$ cat src/rtl/multdiv_pkg.sv
// Shared types and defaults for the execute-stage multiply/divide sequencer.
package multdiv_pkg;

    typedef enum logic [1:0] {
        ST_IDLE,
        ST_START,
        ST_BUSY,
        ST_DONE
    } state_e;

    typedef enum logic {
        OP_MULT,
        OP_DIV
    } op_e;

    localparam int unsigned REG_W       = 5;
    localparam int unsigned DATA_W      = 32;
    localparam int unsigned WD_W        = 6;
    localparam int unsigned TIMEOUT_DEF = 40;
    localparam int unsigned EXC_MULT_DEF = 4;
    localparam int unsigned EXC_DIV_DEF  = 5;
    localparam int unsigned EXC_REG_DEF  = 30;

    // rstatus code for the op that raised the exception, zero-extended to a data word
    function automatic logic [DATA_W-1:0] exc_word(op_e op, int unsigned exc_mult,
                                                   int unsigned exc_div);
        exc_word = (op == OP_MULT) ? DATA_W'(exc_mult) : DATA_W'(exc_div);
    endfunction

endpackage

$ cat src/rtl/multdiv_watchdog.sv
// Counts cycles while enabled; flags expiry on the TIMEOUT-th enabled cycle.
module multdiv_watchdog
    import multdiv_pkg::*;
#(
    parameter int unsigned TIMEOUT = TIMEOUT_DEF
) (
    input  logic clock,
    input  logic reset,
    input  logic clear,
    input  logic enable,
    output logic expired
);

    logic [WD_W-1:0] count_q, count_d;

    assign expired = enable && (count_q == WD_W'(TIMEOUT - 1));

    always_comb begin
        count_d = count_q;
        if (clear) begin
            count_d = '0;
        end else if (enable && !expired) begin
            count_d = count_q + 1'b1;
        end
    end

    always_ff @(posedge clock) begin
        if (!reset) begin
            count_q <= '0;
        end else begin
            count_q <= count_d;
        end
    end

endmodule

$ cat src/rtl/multdiv_sequencer.sv
// Sequences one mult/div operation on the shared iterative unit: latch, start pulse,
// stall until ready (or watchdog expiry), then a single-cycle writeback.
module multdiv_sequencer
    import multdiv_pkg::*;
#(
    parameter int unsigned TIMEOUT  = TIMEOUT_DEF,
    parameter int unsigned EXC_MULT = EXC_MULT_DEF,
    parameter int unsigned EXC_DIV  = EXC_DIV_DEF,
    parameter int unsigned EXC_REG  = EXC_REG_DEF
) (
    input  logic              clock,
    input  logic              reset,
    input  logic              req_mult,
    input  logic              req_div,
    input  logic [DATA_W-1:0] req_a,
    input  logic [DATA_W-1:0] req_b,
    input  logic [REG_W-1:0]  req_rd,
    input  logic              flush,
    output logic              ctrl_MULT,
    output logic              ctrl_DIV,
    output logic [DATA_W-1:0] data_operandA,
    output logic [DATA_W-1:0] data_operandB,
    input  logic [DATA_W-1:0] mult_result,
    input  logic              mult_exception,
    input  logic              mult_RDY,
    input  logic [DATA_W-1:0] div_result,
    input  logic              div_exception,
    input  logic              div_RDY,
    output logic              stall,
    output logic              wb_valid,
    output logic [REG_W-1:0]  wb_rd,
    output logic [DATA_W-1:0] wb_data,
    output logic              timeout
);

    state_e             state_q, state_d;
    op_e                op_q, op_d;
    logic [DATA_W-1:0]  a_q, a_d, b_q, b_d;
    logic [REG_W-1:0]   rd_q, rd_d;
    logic               ctrl_mult_q, ctrl_mult_d;
    logic               ctrl_div_q, ctrl_div_d;
    logic               wb_valid_q, wb_valid_d;
    logic [REG_W-1:0]   wb_rd_q, wb_rd_d;
    logic [DATA_W-1:0]  wb_data_q, wb_data_d;
    logic               timeout_q, timeout_d;

    logic               accept;
    logic               in_busy;
    logic               unit_rdy;
    logic               unit_exc;
    logic [DATA_W-1:0]  unit_result;
    logic               wd_expired;

    assign accept      = (req_mult || req_div) && !flush;
    assign in_busy     = (state_q == ST_BUSY);
    assign unit_rdy    = (op_q == OP_MULT) ? mult_RDY       : div_RDY;
    assign unit_exc    = (op_q == OP_MULT) ? mult_exception : div_exception;
    assign unit_result = (op_q == OP_MULT) ? mult_result    : div_result;

    multdiv_watchdog #(
        .TIMEOUT(TIMEOUT)
    ) u_watchdog (
        .clock  (clock),
        .reset  (reset),
        .clear  (!in_busy),
        .enable (in_busy),
        .expired(wd_expired)
    );

    // Stall covers the accept cycle too, so the pipeline never advances past an accepted op.
    always_comb begin
        stall = 1'b0;
        case (state_q)
            ST_IDLE:  stall = accept;
            ST_START: stall = 1'b1;
            ST_BUSY:  stall = 1'b1;
            default:  stall = 1'b0;
        endcase
    end

    always_comb begin
        state_d     = state_q;
        op_d        = op_q;
        a_d         = a_q;
        b_d         = b_q;
        rd_d        = rd_q;
        ctrl_mult_d = 1'b0;
        ctrl_div_d  = 1'b0;
        wb_valid_d  = 1'b0;
        wb_rd_d     = wb_rd_q;
        wb_data_d   = wb_data_q;
        timeout_d   = timeout_q;

        if (flush) begin
            state_d = ST_IDLE;
        end else begin
            case (state_q)
                ST_IDLE: begin
                    if (accept) begin
                        a_d         = req_a;
                        b_d         = req_b;
                        rd_d        = req_rd;
                        op_d        = req_mult ? OP_MULT : OP_DIV;
                        ctrl_mult_d = req_mult;
                        ctrl_div_d  = !req_mult;
                        state_d     = ST_START;
                    end
                end
                ST_START: state_d = ST_BUSY;
                ST_BUSY: begin
                    if (unit_rdy || wd_expired) begin
                        state_d    = ST_DONE;
                        wb_valid_d = 1'b1;
                        if (unit_rdy && !unit_exc) begin
                            wb_rd_d   = rd_q;
                            wb_data_d = unit_result;
                        end else begin
                            wb_rd_d   = REG_W'(EXC_REG);
                            wb_data_d = exc_word(op_q, EXC_MULT, EXC_DIV);
                        end
                        // A real ready wins over expiry in the same cycle.
                        if (!unit_rdy) begin
                            timeout_d = 1'b1;
                        end
                    end
                end
                default: state_d = ST_IDLE;
            endcase
        end
    end

    always_ff @(posedge clock) begin
        if (!reset) begin
            state_q     <= ST_IDLE;
            op_q        <= OP_MULT;
            a_q         <= '0;
            b_q         <= '0;
            rd_q        <= '0;
            ctrl_mult_q <= 1'b0;
            ctrl_div_q  <= 1'b0;
            wb_valid_q  <= 1'b0;
            wb_rd_q     <= '0;
            wb_data_q   <= '0;
            timeout_q   <= 1'b0;
        end else begin
            state_q     <= state_d;
            op_q        <= op_d;
            a_q         <= a_d;
            b_q         <= b_d;
            rd_q        <= rd_d;
            ctrl_mult_q <= ctrl_mult_d;
            ctrl_div_q  <= ctrl_div_d;
            wb_valid_q  <= wb_valid_d;
            wb_rd_q     <= wb_rd_d;
            wb_data_q   <= wb_data_d;
            timeout_q   <= timeout_d;
        end
    end

    assign ctrl_MULT     = ctrl_mult_q;
    assign ctrl_DIV      = ctrl_div_q;
    assign data_operandA = a_q;
    assign data_operandB = b_q;
    assign wb_valid      = wb_valid_q;
    assign wb_rd         = wb_rd_q;
    assign wb_data       = wb_data_q;
    assign timeout       = timeout_q;

endmodule

$ cat config.mk
export PLATFORM = sky130hd
export DESIGN_NAME = multdiv_sequencer
export DESIGN_NICKNAME = d
export VERILOG_FILES = /design/src/rtl/multdiv_pkg.sv /design/src/rtl/multdiv_watchdog.sv /design/src/rtl/multdiv_sequencer.sv
export SDC_FILE = /design/constraint.sdc
export NUM_CORES = 1
export LEC_CHECK = 0
export ABC_AREA = 1
export BUFFER_PORTS_ARGS = -buffer_cell sky130_fd_sc_hd__buf_4
export CORE_MARGIN = 3
export CORE_UTILIZATION = 47
export CTS_CLUSTER_SIZE = 28
export DETAILED_ROUTE_END_ITERATION = 10
export PLACE_DENSITY = 0.81
export SYNTH_ARGS = -nofsm -noshare
export SYNTH_HDL_FRONTEND = slang
export SYNTH_HIERARCHICAL = 1
export SYNTH_SLANG_ARGS = --single-unit
$ cat constraint.sdc
create_clock -name clock -period 2.3 [get_ports clock]
set_input_delay 0.115 -clock clock [delete_from_list [all_inputs] [get_ports clock]]
set_output_delay 0.115 -clock clock [all_outputs]
set_load 0.01 [all_outputs]
Word-level counts from Yosys, hierarchy flattened
Index checks and enable logic that the tools add are counted.

Input port bits: 142. Word-level logic and storage cells: 56. Register bits after elaboration: 119.

Bitwise operators: 6. Eq/ne operators: 5. Reductions and logical operators: 20. Muxes and demuxes: 12. Add/sub/neg operators: 1.

Operators with widths (count): 32-bit two-way mux (2); 6-bit by 1-bit adder with 6-bit output (second input constant) (1); 6-bit == test (second input constant) (1); 1-bit NOT (6); 2-bit case mux with 3 select lines (1); 3-bit AND reduction (2); 1-bit two-way mux (5); 5-bit two-way mux (1); 1-bit logical AND (4); 1-bit zero test (4); 2-bit two-way mux (2); 2-bit != test (second input constant) (2); 2-bit AND reduction (2); 4-bit AND reduction (1); 2-bit OR reduction (2); 4-bit OR reduction (1); 3-bit OR reduction (1); 2-bit by 1-bit == test with 1-bit output (second input constant) (1); 2-bit == test (second input constant) (1); 2-bit zero test (1); 1-bit logical OR (2); 1-bit case mux with 2 select lines (1).

Longest topological paths before layout
Gate-level depths: netlist of run 1.

Depth after elaboration: 5. Gate-level depth with buffers: 13. Mapped depth without buffers: 11.

Modules after synthesis
The synthesis of run 1 kept the hierarchy.

By module, submodules not included: multdiv_sequencer (cells an instance 696, area an instance 4897.2 sq um, instances 1, sequential area each 2262.2 sq um); multdiv_watchdog (cells an instance 49, area an instance 357.8 sq um, instances 1, sequential area each 120.1 sq um).

Worst setup path before layout of run 1
OpenSTA, ideal clock, no wires.

Path kind: flip-flop to flip-flop. Start: reg u_watchdog.count_q[0]. End: reg wb_data_q[12], in the netlist wb_data[12]. Period minus slack after synthesis: 1642 ps. Setup slack: 658 ps. Required time: 2177 ps. Setup time: 123 ps. Arrival time: 1519 ps. Buffers on the path: 1. Cell stages (with the launch flop): 12. Path through: dfxtp_1 > ha_1 > nand2_1 > inv_1 > nand3_4 > nor2_1 > inv_1 > nand3_2 > nand2_2 > inv_2 > buf_2 > a21oi_2.

Cells in the longest elaborated chain, start to end: 4.

Ends and longest elaborated chain: from (decl) (RTL line multdiv_watchdog.sv:14) `logic [WD_W-1:0] count_q, count_d;`; from (signal assigned) (RTL line multdiv_watchdog.sv:31) `count_q <= count_d;`; 6-bit == test (RTL line multdiv_watchdog.sv:16) `assign expired = enable && (count_q == WD_W'(TIMEOUT - 1));`; 1-bit logical AND (RTL line multdiv_watchdog.sv:16); net wd_expired (RTL line multdiv_sequencer.sv:52) `logic wd_expired;`; 1-bit logical OR (RTL line multdiv_sequencer.sv:111) `if (unit_rdy || wd_expired) begin`; 3-bit AND reduction (no source line); to (signal assigned) (RTL line multdiv_sequencer.sv:155) `wb_data_q <= wb_data_d;`; to (decl) (RTL line multdiv_sequencer.sv:44) `logic [DATA_W-1:0] wb_data_q, wb_data_d;`.

The timed path passes the listed nets, and every way through them passes these cells. A chain may end at the register's enable or synchronous reset.

Worst setup path after layout of run 1
Start: reg op_q. End: reg wb_data_q[26], in the netlist wb_data[26].

Cells in the longest elaborated chain, start to end: 4.

Ends and longest elaborated chain: from (decl) (RTL line multdiv_sequencer.sv:37) `op_e op_q, op_d;`; from (signal assigned) (RTL line multdiv_sequencer.sv:147) `op_q <= op_d;`; 1-bit two-way mux (RTL line multdiv_sequencer.sv:57) `assign unit_exc = (op_q == OP_MULT) ? mult_exception : div_exception;`; 1-bit zero test (RTL line multdiv_sequencer.sv:114) `if (unit_rdy && !unit_exc) begin`; 1-bit logical AND (RTL line multdiv_sequencer.sv:114); 32-bit two-way mux (RTL line multdiv_sequencer.sv:114).

Parallel ways exist; a longest one is shown, timed or not.

==> flow_metrics.env, run 1 <==
export IMPL_coreArea_um2=10600
export IMPL_finalSetupViolations=0
export IMPL_die_area_um2=12500
export IMPL_worst_r2r_setup_slack_ns=0.33
export IMPL_cp_required_ns=2.73
export IMPL_globalRouteOverflowTotal=0
export IMPL_hp_class="input pin to flip-flop"
export IMPL_power_frac_clock_pct=42.8
export IMPL_syn_nets=891
export IMPL_syn_avg_cell_area_um2=7.05
export IMPL_path_buf_inv=4
export IMPL_clkLatencyLatePin_ns=0.50
export IMPL_pin_count=248
export IMPL_instances_no_fill=1250
export IMPL_cts_max_level=4
export IMPL_ys_ff_latch=119
export IMPL_clk_pin_slew_ns=0.05
export IMPL_fillers=570
export IMPL_period_share_pct=85.4
export IMPL_grt_max_degree=85
export IMPL_die_y_um=112
export IMPL_routedWlPerCell_um=16.2
export IMPL_synth_distinct_cells=28
export IMPL_p_sw_share_pct=26.5
export IMPL_hold_viol_final=0
export IMPL_arrival_ns=2.40
export IMPL_cts_hold_buf=123
export IMPL_whs_ns=0.0166
export IMPL_finalCriticalPeriod_ns=1.97
export IMPL_leakage_nw=4.32
export IMPL_p_sw_mw=1.56
export IMPL_drive_gt1_share_pct=28.9
export IMPL_crit_chain="buf_4 > inv_4 > buf_4 > nand2_1 > nand2_1 > dlygate4sd3_1 > nand2_1 > a21oi_2"
export IMPL_setup_tns_ns=0
export IMPL_drt_pass1_iter_count=5
export IMPL_vias=6401
export IMPL_ctsResizeCount=0
export IMPL_syn_cell_area_um2=5260
export IMPL_dpl_hpwl_um=11000
export IMPL_final_cell_area_um2=8990
export IMPL_cts_sinks=119
export IMPL_final_cell_mix="buf_4 (254), nand2_1 (218), dlygate4sd3_1 (123)"
export IMPL_rsz0062_at_grt="false"
export IMPL_dp_cells=1095
export IMPL_path_delay_family="buffers and inverters"
export IMPL_syn_inst=745
export IMPL_drt_iter0_drc=404
export IMPL_pwr_share_seq_pct=38.3
export IMPL_track_usage_pct=31.8
export IMPL_drc=0
export IMPL_p_int_mw=4.31
export IMPL_die_w_um=112
export IMPL_fin_skew_ns=0.0104
export IMPL_r2r_cells=8
export IMPL_grt_pass1_vias=6568
export IMPL_yosys_area_top_type="dfxtp_1"
export IMPL_cp_max_fo=33
export IMPL_fmax_ghz=0.509
export IMPL_setup_worst_path_end="wb_data[26]$_SDFFE_PN0P_"
export IMPL_maxSlewHeadroom_pct=71.5
export IMPL_portBuffers=247
export IMPL_vias_per_cell=5.12
export IMPL_combPwrFrac_pct=18.9
export IMPL_area_growth_synth_to_final_pct=71.0
export IMPL_maxCapViolations=0
export IMPL_run_status="finished, final reports clean"
export IMPL_ant_nets=0
export IMPL_routabilityCongestion=0.876
export IMPL_nets=1247
export IMPL_power_density_nw_per_um2=653
export IMPL_crit_start="op_q$_SDFFE_PN0P_"
export IMPL_postLayoutCoreUtil_pct=84.8
export IMPL_final_common_cell="buf_4"
export IMPL_cts_inserted_buffers=17
export IMPL_synthTopCellsByArea="dfxtp_1 (45%), nand2_1 (16%), inv_1 (8.7%), a21oi_1 (8.7%), o21ai_0 (6.8%)"
export IMPL_yosys_warnings=6
export IMPL_placedInstanceArea_um2=7190
export IMPL_initial_utilization_pct=49.6
export IMPL_ir_drop_mv=0.483
export IMPL_crit_path_end_kind="flip-flop"
export IMPL_reg2reg_to="wb_data[26]$_SDFFE_PN0P_"
export IMPL_cts_buffer_depth=2
export IMPL_grt_first_pass_wirelength_um=32300
export IMPL_cts_setup_buffers=0
export IMPL_slew_viol_final=0
export IMPL_yosysTopAreaCellShare_pct=45.3
export IMPL_timing_rr_start="op_q$_SDFFE_PN0P_"
export IMPL_cpPeakStageDelay_ns=0.55
export IMPL_start_kind="flip-flop"
export IMPL_slowest_stage="dlygate4sd3_1"
export IMPL_worstSetupPathType="flip-flop to flip-flop"
export IMPL_tritoncts="yes"
export IMPL_cts_root_buf="clkbuf_8"
export IMPL_antenna_found_initial=0
export IMPL_cp_num_cells=8
export IMPL_ys_seq_area_share_pct=45.3
export IMPL_drt_wl_total_um=20300
export IMPL_num_rows=37
export IMPL_crit_top_cell="nand2_1"
export IMPL_worstMarginPinSlew_ns=0.427
## cells by family after synthesis
logic type	synth area share [%]
compound gates	19.2
xor+xnor	0.167
fa+ha+maj	0.952
buf+inv	13.4
flops	45.3
simple gates	21.0
## registers in the layout, summed over array words and instances (netlist names)
| signal | count |
|---|---|
| data_operandA | 32 |
| data_operandB | 32 |
| wb_data | 32 |
| u_watchdog/count_q | 6 |
| rd_q | 5 |
| wb_rd | 5 |
| state_q | 2 |
| ctrl_DIV | 1 |
| ctrl_MULT | 1 |
| op_q | 1 |
| timeout | 1 |
| wb_valid | 1 |
## worst min path at each step
stage | startpoint | end | slack, ns | cells after the start
finish | mult_result[31] | wb_data[31]$_SDFFE_PN0P_ | 0.02 | 5
global placement | req_mult | ctrl_DIV$_SDFF_PP0_ | 0.29 | 2
CTS | mult_result[9] | wb_data[9]$_SDFFE_PN0P_ | 0.0003 | 5
global route | mult_result[1] | wb_data[1]$_SDFFE_PN0P_ | 0.02 | 5
detailed placement | req_mult | ctrl_DIV$_SDFF_PP0_ | 0.29 | 2
floorplan | req_mult | ctrl_DIV$_SDFF_PP0_ | 0.19 | 1
## synth_stat cells
master	number
a211oi_1	1
a21boi_0	1
a21oi_1	91
a21oi_2	21
buf_1	2
buf_2	13
buf_4	4
buf_6	4
clkbuf_1	21
clkinv_1	2
dfxtp_1	119
ha_1	4
inv_1	122
inv_2	1
inv_4	1
nand2_1	218
nand2_2	3
nand2_4	3
nand3_1	11
nand3_2	2
nand3_4	1
nand3b_1	2
nand4_1	3
nor2_1	18
nor2_4	2
nor3_1	3
o21ai_0	71
xor2_1	1
## power groups by stage
stage	clock network [mW]	logic, mW	registers [mW]
floorplan	0	0.355	2.32
global placement	0	0.839	2.27
detailed placement	0	0.845	2.28
CTS	2.52	1.05	2.23
global route	2.63	1.20	2.26
finish	2.51	1.11	2.25
## cell type report
class / count / area, um2 / area share [%]
Sequential cell: 119 / 2380 / 26.5
Multi-Input combinational cell: 456 / 2180 / 24.2
Clock buffer: 19 / 432 / 4.80
Timing Repair Buffer: 381 / 3220 / 35.8
Clock inverter: 12 / 130 / 1.45
Tap cell: 136 / 170 / 1.89
Inverter: 126 / 475 / 5.29
Antenna cell: 1 / 2.50 / 0.0278
## worst min-delay path, delay by kind of cell
kind,cells,cell delay [ns]
and+or+nand+nor,3,0.17
AOI/OAI and AO/OA,1,0.12
buffers and inverters,1,0.08
## per-stage QoR
stage               power, mW  setup WS, ns
global route             6.09         0.146
detailed placement       3.12         0.432
global placement         3.11         0.490
floorplan                2.68         0.658
CTS                      5.81         0.341
finish                   5.87         0.335
## layer usage
| layer | track usage (%) | share of wire [%] |
|---|---|---|
| met2 | 55.4 | 50 |
| met4 | 14.2 | 3.8 |
| met1 | 34.3 | 37 |
| met5 | 0 | 0 |
| met3 | 12.0 | 9.7 |
(Power assumes the default switching activity.)
==> run 2: changes to the inputs <==
PLACE_DENSITY = 0.79   (was 0.81)
==> run 2 against run 1 <==
- die area unchanged
- sequential power hardly changed
- routed wire length increased by 5.9%
- non-clock buffer count is 13 higher
- maximum frequency is 3.0% lower
- power up 3.0%
- sequential cell count did not move
- core utilization up 1.1 points
- design area increased by 1.3%
- worst hold slack improved by 0.033 ns
- via count grew 0.34%
==> flow_metrics.env, run 2 (same netlist as run 1, synthesis figures left out) <==
export IMPL_slowest_stage="nand3_4"
export IMPL_vias=6423
export IMPL_grt_max_degree=66
export IMPL_coreArea_um2=10600
export IMPL_ir_drop_mv=0.528
export IMPL_postLayoutCoreUtil_pct=85.9
export IMPL_final_common_cell="buf_4"
export IMPL_area_growth_synth_to_final_pct=73.3
export IMPL_placedInstanceArea_um2=7180
export IMPL_multi_input_area_um2=2180
export IMPL_cts_sinks=119
export IMPL_gr_usage_met1_pct=35.5
export IMPL_die_area_um2=12500
export IMPL_drt_pass1_iter_count=6
export IMPL_crit_path_end_kind="output pin"
export IMPL_crit_chain="inv_1 > ha_1 > nand3_4 > a21oi_1 > buf_4"
export IMPL_die_y_um=112
export IMPL_routedWlPerCell_um=17.0
export IMPL_ctsResizeCount=0
export IMPL_dpl_hpwl_um=11000
export IMPL_cp_required_ns=2.18
export IMPL_nets=1260
export IMPL_start_kind="flip-flop"
export IMPL_die_w_um=112
export IMPL_fin_skew_ns=0.0158
export IMPL_drt_iter0_drc=421
export IMPL_initial_utilization_pct=49.6
export IMPL_drc=0
export IMPL_antenna_found_initial=0
export IMPL_setup_tns_ns=0
export IMPL_finalSetupViolations=0
export IMPL_maxCapViolations=0
export IMPL_fillers=547
export IMPL_final_cell_area_um2=9110
export IMPL_finalCriticalPeriod_ns=2.03
export IMPL_cts_buffer_depth=2
export IMPL_top_usage_layer="met2"
export IMPL_cts_max_level=4
export IMPL_num_rows=37
export IMPL_cts_root_buf="clkbuf_8"
export IMPL_rsz0062_at_grt="false"
export IMPL_ant_nets=0
export IMPL_fmax_ghz=0.493
export IMPL_power_density_nw_per_um2=664
export IMPL_leakage_nw=4.38
export IMPL_track_usage_pct=33.8
export IMPL_final_cell_mix="buf_4 (258), nand2_1 (218), dlygate4sd3_1 (134)"
export IMPL_drive_gt1_share_pct=28.8
export IMPL_clkLatencyLatePin_ns=0.52
export IMPL_tritoncts="yes"
export IMPL_vias_per_cell=5.09
export IMPL_period_share_pct=88.1
export IMPL_fin_total_pwr_mw=6.04
export IMPL_grt_pass1_vias=6664
export IMPL_whs_ns=0.0500
export IMPL_hold_viol_final=0
export IMPL_cts_inserted_buffers=17
export IMPL_worstMarginPinSlew_ns=0.751
export IMPL_routabilityCongestion=0.839
export IMPL_arrival_ns=1.91
export IMPL_num_antenna_cells=0
export IMPL_maxSlewHeadroom_pct=49.8
export IMPL_drt_wl_total_um=21400
export IMPL_portBuffers=247
export IMPL_clk_pin_slew_ns=0.06
export IMPL_run_status="finished, final reports clean"
export IMPL_worstSetupPathType="flip-flop to output pin"
export IMPL_met2_usage_pct=59.6
export IMPL_regArea_um2=2380
export IMPL_grt_first_pass_wirelength_um=34000
export IMPL_met3_usage_pct=11.7
export IMPL_cp_max_fo=32
export IMPL_pin_count=248
export IMPL_slew_viol_final=0
export IMPL_hp_class="input pin to flip-flop"
export IMPL_globalRouteOverflowTotal=0
export IMPL_cpPeakStageDelay_ns=0.33
## run 2: cell types whose count changed in the layout (fill, tap and decap cells not counted), sizes merged
cell         previous run  this run
diode                   1         0
clkinvlp                5         3
dlygate4sd3           123       134
buf                   258       260
inv                   124       132
clkinv                  7         3
clkbuf                 19        18
## run 2: area by class of cell
| type | instances | share of cell area, % |
|---|---|---|
| Multi-Input combinational cell | 456 | 23.9 |
| Tap cell | 136 | 1.87 |
| Sequential cell | 119 | 26.2 |
| Inverter | 126 | 5.22 |
| Clock buffer | 18 | 4.59 |
| Timing Repair Buffer | 394 | 36.4 |
| Clock inverter | 14 | 1.80 |
## run 2: layer usage
metal | wire [um] | vias to the layer above
met5 | 0 | -
met4 | 1050 | 0
met3 | 1990 | 88
met2 | 10500 | 370
met1 | 7910 | 2915
li1 | - | 3050
## run 2: worst paths after layout
path | start | endpoint | slack, ns | cells past startpoint
max | state_q[0]$_SDFFE_PP0P_ | stall | 0.27 | 5
min | div_RDY | timeout$_SDFFE_PN0P_ | 0.05 | 4
max reg2reg | u_watchdog/count_q[0]$_SDFFE_PP0P_ | wb_rd[1]$_SDFFE_PN0P_ | 0.36 | 12
min reg2reg | data_operandA[0]$_SDFFE_PN0P_ | data_operandA[0]$_SDFFE_PN0P_ | 0.45 | 2
## run 2: worst max-delay path: cells and delay by family, from the launching register on
family          cells  cell delay, ns
flops               1            0.31
simple gates        1            0.33
fa+ha+maj           1            0.26
compound gates      1            0.25
buf+inv             2            0.25
## run 2: timing repair
item	CTS	global route
buffers inserted	0	0
hold endpoints to repair	107	0
hold buffers	134	0
## run 2: report_power, final
| part | total [mW] | internal, mW | leakage [nW] | switching [mW] |
|---|---|---|---|---|
| Sequential | 2.25 | 2.18 | 0.975 | 0.0744 |
| Combinational | 1.14 | 0.594 | 3.13 | 0.549 |
| Clock | 2.65 | 1.57 | 0.276 | 1.07 |
| Total | 6.04 | 4.35 | 4.38 | 1.70 |
## run 2: per-stage QoR
stage | setup WS [ns] | cells
after floorplan | 0.658 | 745
after global placement | 0.453 | 1097
after detailed placement | 0.381 | 1097
after CTS | 0.267 | 1263
after global routing | 0.0752 | 1263
final | 0.273 | 1263
==> run 3: changes to the inputs <==
CORE_MARGIN = 2   (was 3)
==> run 3 against run 2 <==
- clock power decreased by 16%
- register-to-register slack improved by 0.10 ns
- critical path type unchanged
- largest power group is now sequential cells
- clock skew decreased by 0.0086 ns
- sequential cell count unchanged
- core utilization decreased by 3.4 points
- via count decreased by 3.1%
==> flow_metrics.env, run 3 (same netlist as run 1, synthesis figures left out) <==
export IMPL_run_status="finished, final reports clean"
export IMPL_area_growth_synth_to_final_pct=70.9
export IMPL_hp_class="input pin to flip-flop"
export IMPL_vias_per_cell=4.96
export IMPL_grt_max_degree=73
export IMPL_maxSlewHeadroom_pct=68.2
export IMPL_grt_pass1_vias=6256
export IMPL_leakage_nw=4.33
export IMPL_clkLatencyLatePin_ns=0.50
export IMPL_drt_pass1_iter_count=5
export IMPL_cts_inserted_buffers=17
export IMPL_maxCapViolations=0
export IMPL_whs_ns=0.0133
export IMPL_crit_start="state_q[0]$_SDFFE_PP0P_"
export IMPL_instances_no_fill=1255
export IMPL_setup_tns_ns=0
export IMPL_fmax_ghz=0.533
export IMPL_die_area_um2=12000
export IMPL_ant_nets=0
export IMPL_pin_count=248
export IMPL_hold_start="mult_RDY"
export IMPL_p_int_mw=4.13
export IMPL_power_density_nw_per_um2=623
export IMPL_routedWlPerCell_um=15.4
export IMPL_crit_path_end_kind="output pin"
export IMPL_worstSetupPathType="flip-flop to output pin"
export IMPL_placedInstanceArea_um2=7190
export IMPL_routabilityCongestion=0.819
export IMPL_cts_buffer_depth=2
export IMPL_clk_pin_slew_ns=0.06
export IMPL_die_w_um=110
export IMPL_power_frac_clock_pct=39.8
export IMPL_die_y_um=110
export IMPL_cts_setup_buffers=0
export IMPL_nets=1253
export IMPL_rsz0062_at_grt="false"
export IMPL_cts_sinks=119
export IMPL_globalRouteOverflowTotal=0
export IMPL_drt_iter0_drc=400
export IMPL_portBuffers=247
export IMPL_dp_cells=1098
export IMPL_grt_first_pass_wirelength_um=29700
export IMPL_combPwrFrac_pct=20.0
export IMPL_coreArea_um2=10900
export IMPL_track_usage_pct=32.0
export IMPL_slew_viol_final=0
export IMPL_final_cell_mix="buf_4 (253), nand2_1 (218), dlygate4sd3_1 (130)"
export IMPL_drc=0
export IMPL_vias=6223
export IMPL_pwr_share_seq_pct=40.2
export IMPL_num_antenna_cells=0
export IMPL_initial_utilization_pct=48.3
export IMPL_num_rows=38
export IMPL_drt_wl_total_um=19300
export IMPL_final_common_cell="buf_4"
export IMPL_cts_max_level=4
export IMPL_finalCriticalPeriod_ns=1.88
export IMPL_drive_gt1_share_pct=28.4
export IMPL_cp_required_ns=2.18
export IMPL_hold_viol_final=0
export IMPL_postLayoutCoreUtil_pct=82.5
export IMPL_cts_root_buf="clkbuf_8"
export IMPL_p_sw_share_pct=26.2
export IMPL_tritoncts="yes"
export IMPL_dpl_hpwl_um=10300
export IMPL_cp_max_fo=21
export IMPL_ir_drop_mv=0.452
export IMPL_finalSetupViolations=0
export IMPL_period_share_pct=81.6
export IMPL_antenna_found_initial=0
export IMPL_worstMarginPinSlew_ns=0.476
export IMPL_p_sw_mw=1.46
export IMPL_arrival_ns=1.76
export IMPL_timing_rr_start="u_watchdog/count_q[0]$_SDFFE_PP0P_"
export IMPL_fin_skew_ns=0.00721
export IMPL_final_cell_area_um2=8980
export IMPL_start_kind="flip-flop"
export IMPL_fillers=633
## run 3: cell count changes in the layout (fill, tap and decap cells not counted)
cell / change
dlygate4sd3_1: -4
clkbuf_8: +3
buf_12: +2
inv_8: -1
clkinvlp_4: -3
inv_6: -7
buf_4: -5
clkinv_4: -1
bufinv_16: -2
clkinv_2: +6
## run 3: metrics by stage
step / worst slack, ns / power, mW
6_report: 0.423 / 5.60
2_1_floorplan: 0.658 / 2.68
3_5_place_dp: 0.492 / 3.12
5_1_grt: 0.225 / 5.82
4_1_cts: 0.397 / 5.55
3_3_place_gp: 0.534 / 3.11
## run 3: area by class of cell
type,instances,area [um2],share of cell area (%)
Timing Repair Buffer,387,3280,36.5
Sequential cell,119,2380,26.5
Multi-Input combinational cell,456,2180,24.3
Inverter,126,475,5.29
Clock buffer,21,459,5.11
Tap cell,140,175,1.95
Clock inverter,6,30.0,0.334
## run 3: path summary, 6_finish.rpt
check | cells after the start | to | slack [ns]
worst max-delay path | 5 | stall | 0.42
worst min-delay path | 5 | wb_valid$_SDFF_PP0_ | 0.01
worst min register to register | 2 | data_operandB[28]$_SDFFE_PN0P_ | 0.45
worst max register to register | 12 | wb_data[13]$_SDFFE_PN0P_ | 0.46
## run 3: per-layer routing
| layer | up-vias | track usage (%) | part of all wire (%) |
|---|---|---|---|
| met4 | 0 | 14.0 | 3.8 |
| met5 | - | 0 | 0 |
| met1 | 2838 | 33.8 | 37 |
| met2 | 291 | 57.7 | 50 |
| met3 | 67 | 10.6 | 8.8 |
| li1 | 3027 | - | - |
## run 3: timing repair
item                                   CTS  global route
hold buffers                           130             0
endpoints found under the hold margin  107             0
resized for setup                        0             0
## run 3: power groups by stage
stage | Combinational (mW) | Sequential, mW | Clock (mW)
6_report | 1.12 | 2.25 | 2.23
5_1_grt | 1.21 | 2.26 | 2.35
4_1_cts | 1.06 | 2.24 | 2.25
3_5_place_dp | 0.839 | 2.28 | 0
3_3_place_gp | 0.831 | 2.28 | 0
2_1_floorplan | 0.355 | 2.32 | 0
## run 3: critical path, stage by stage (launching register included)
cell     delay (ns)
dfxtp_1        0.31
inv_1          0.10
ha_1           0.26
nand3_4        0.25
a21oi_1        0.20
buf_4          0.14
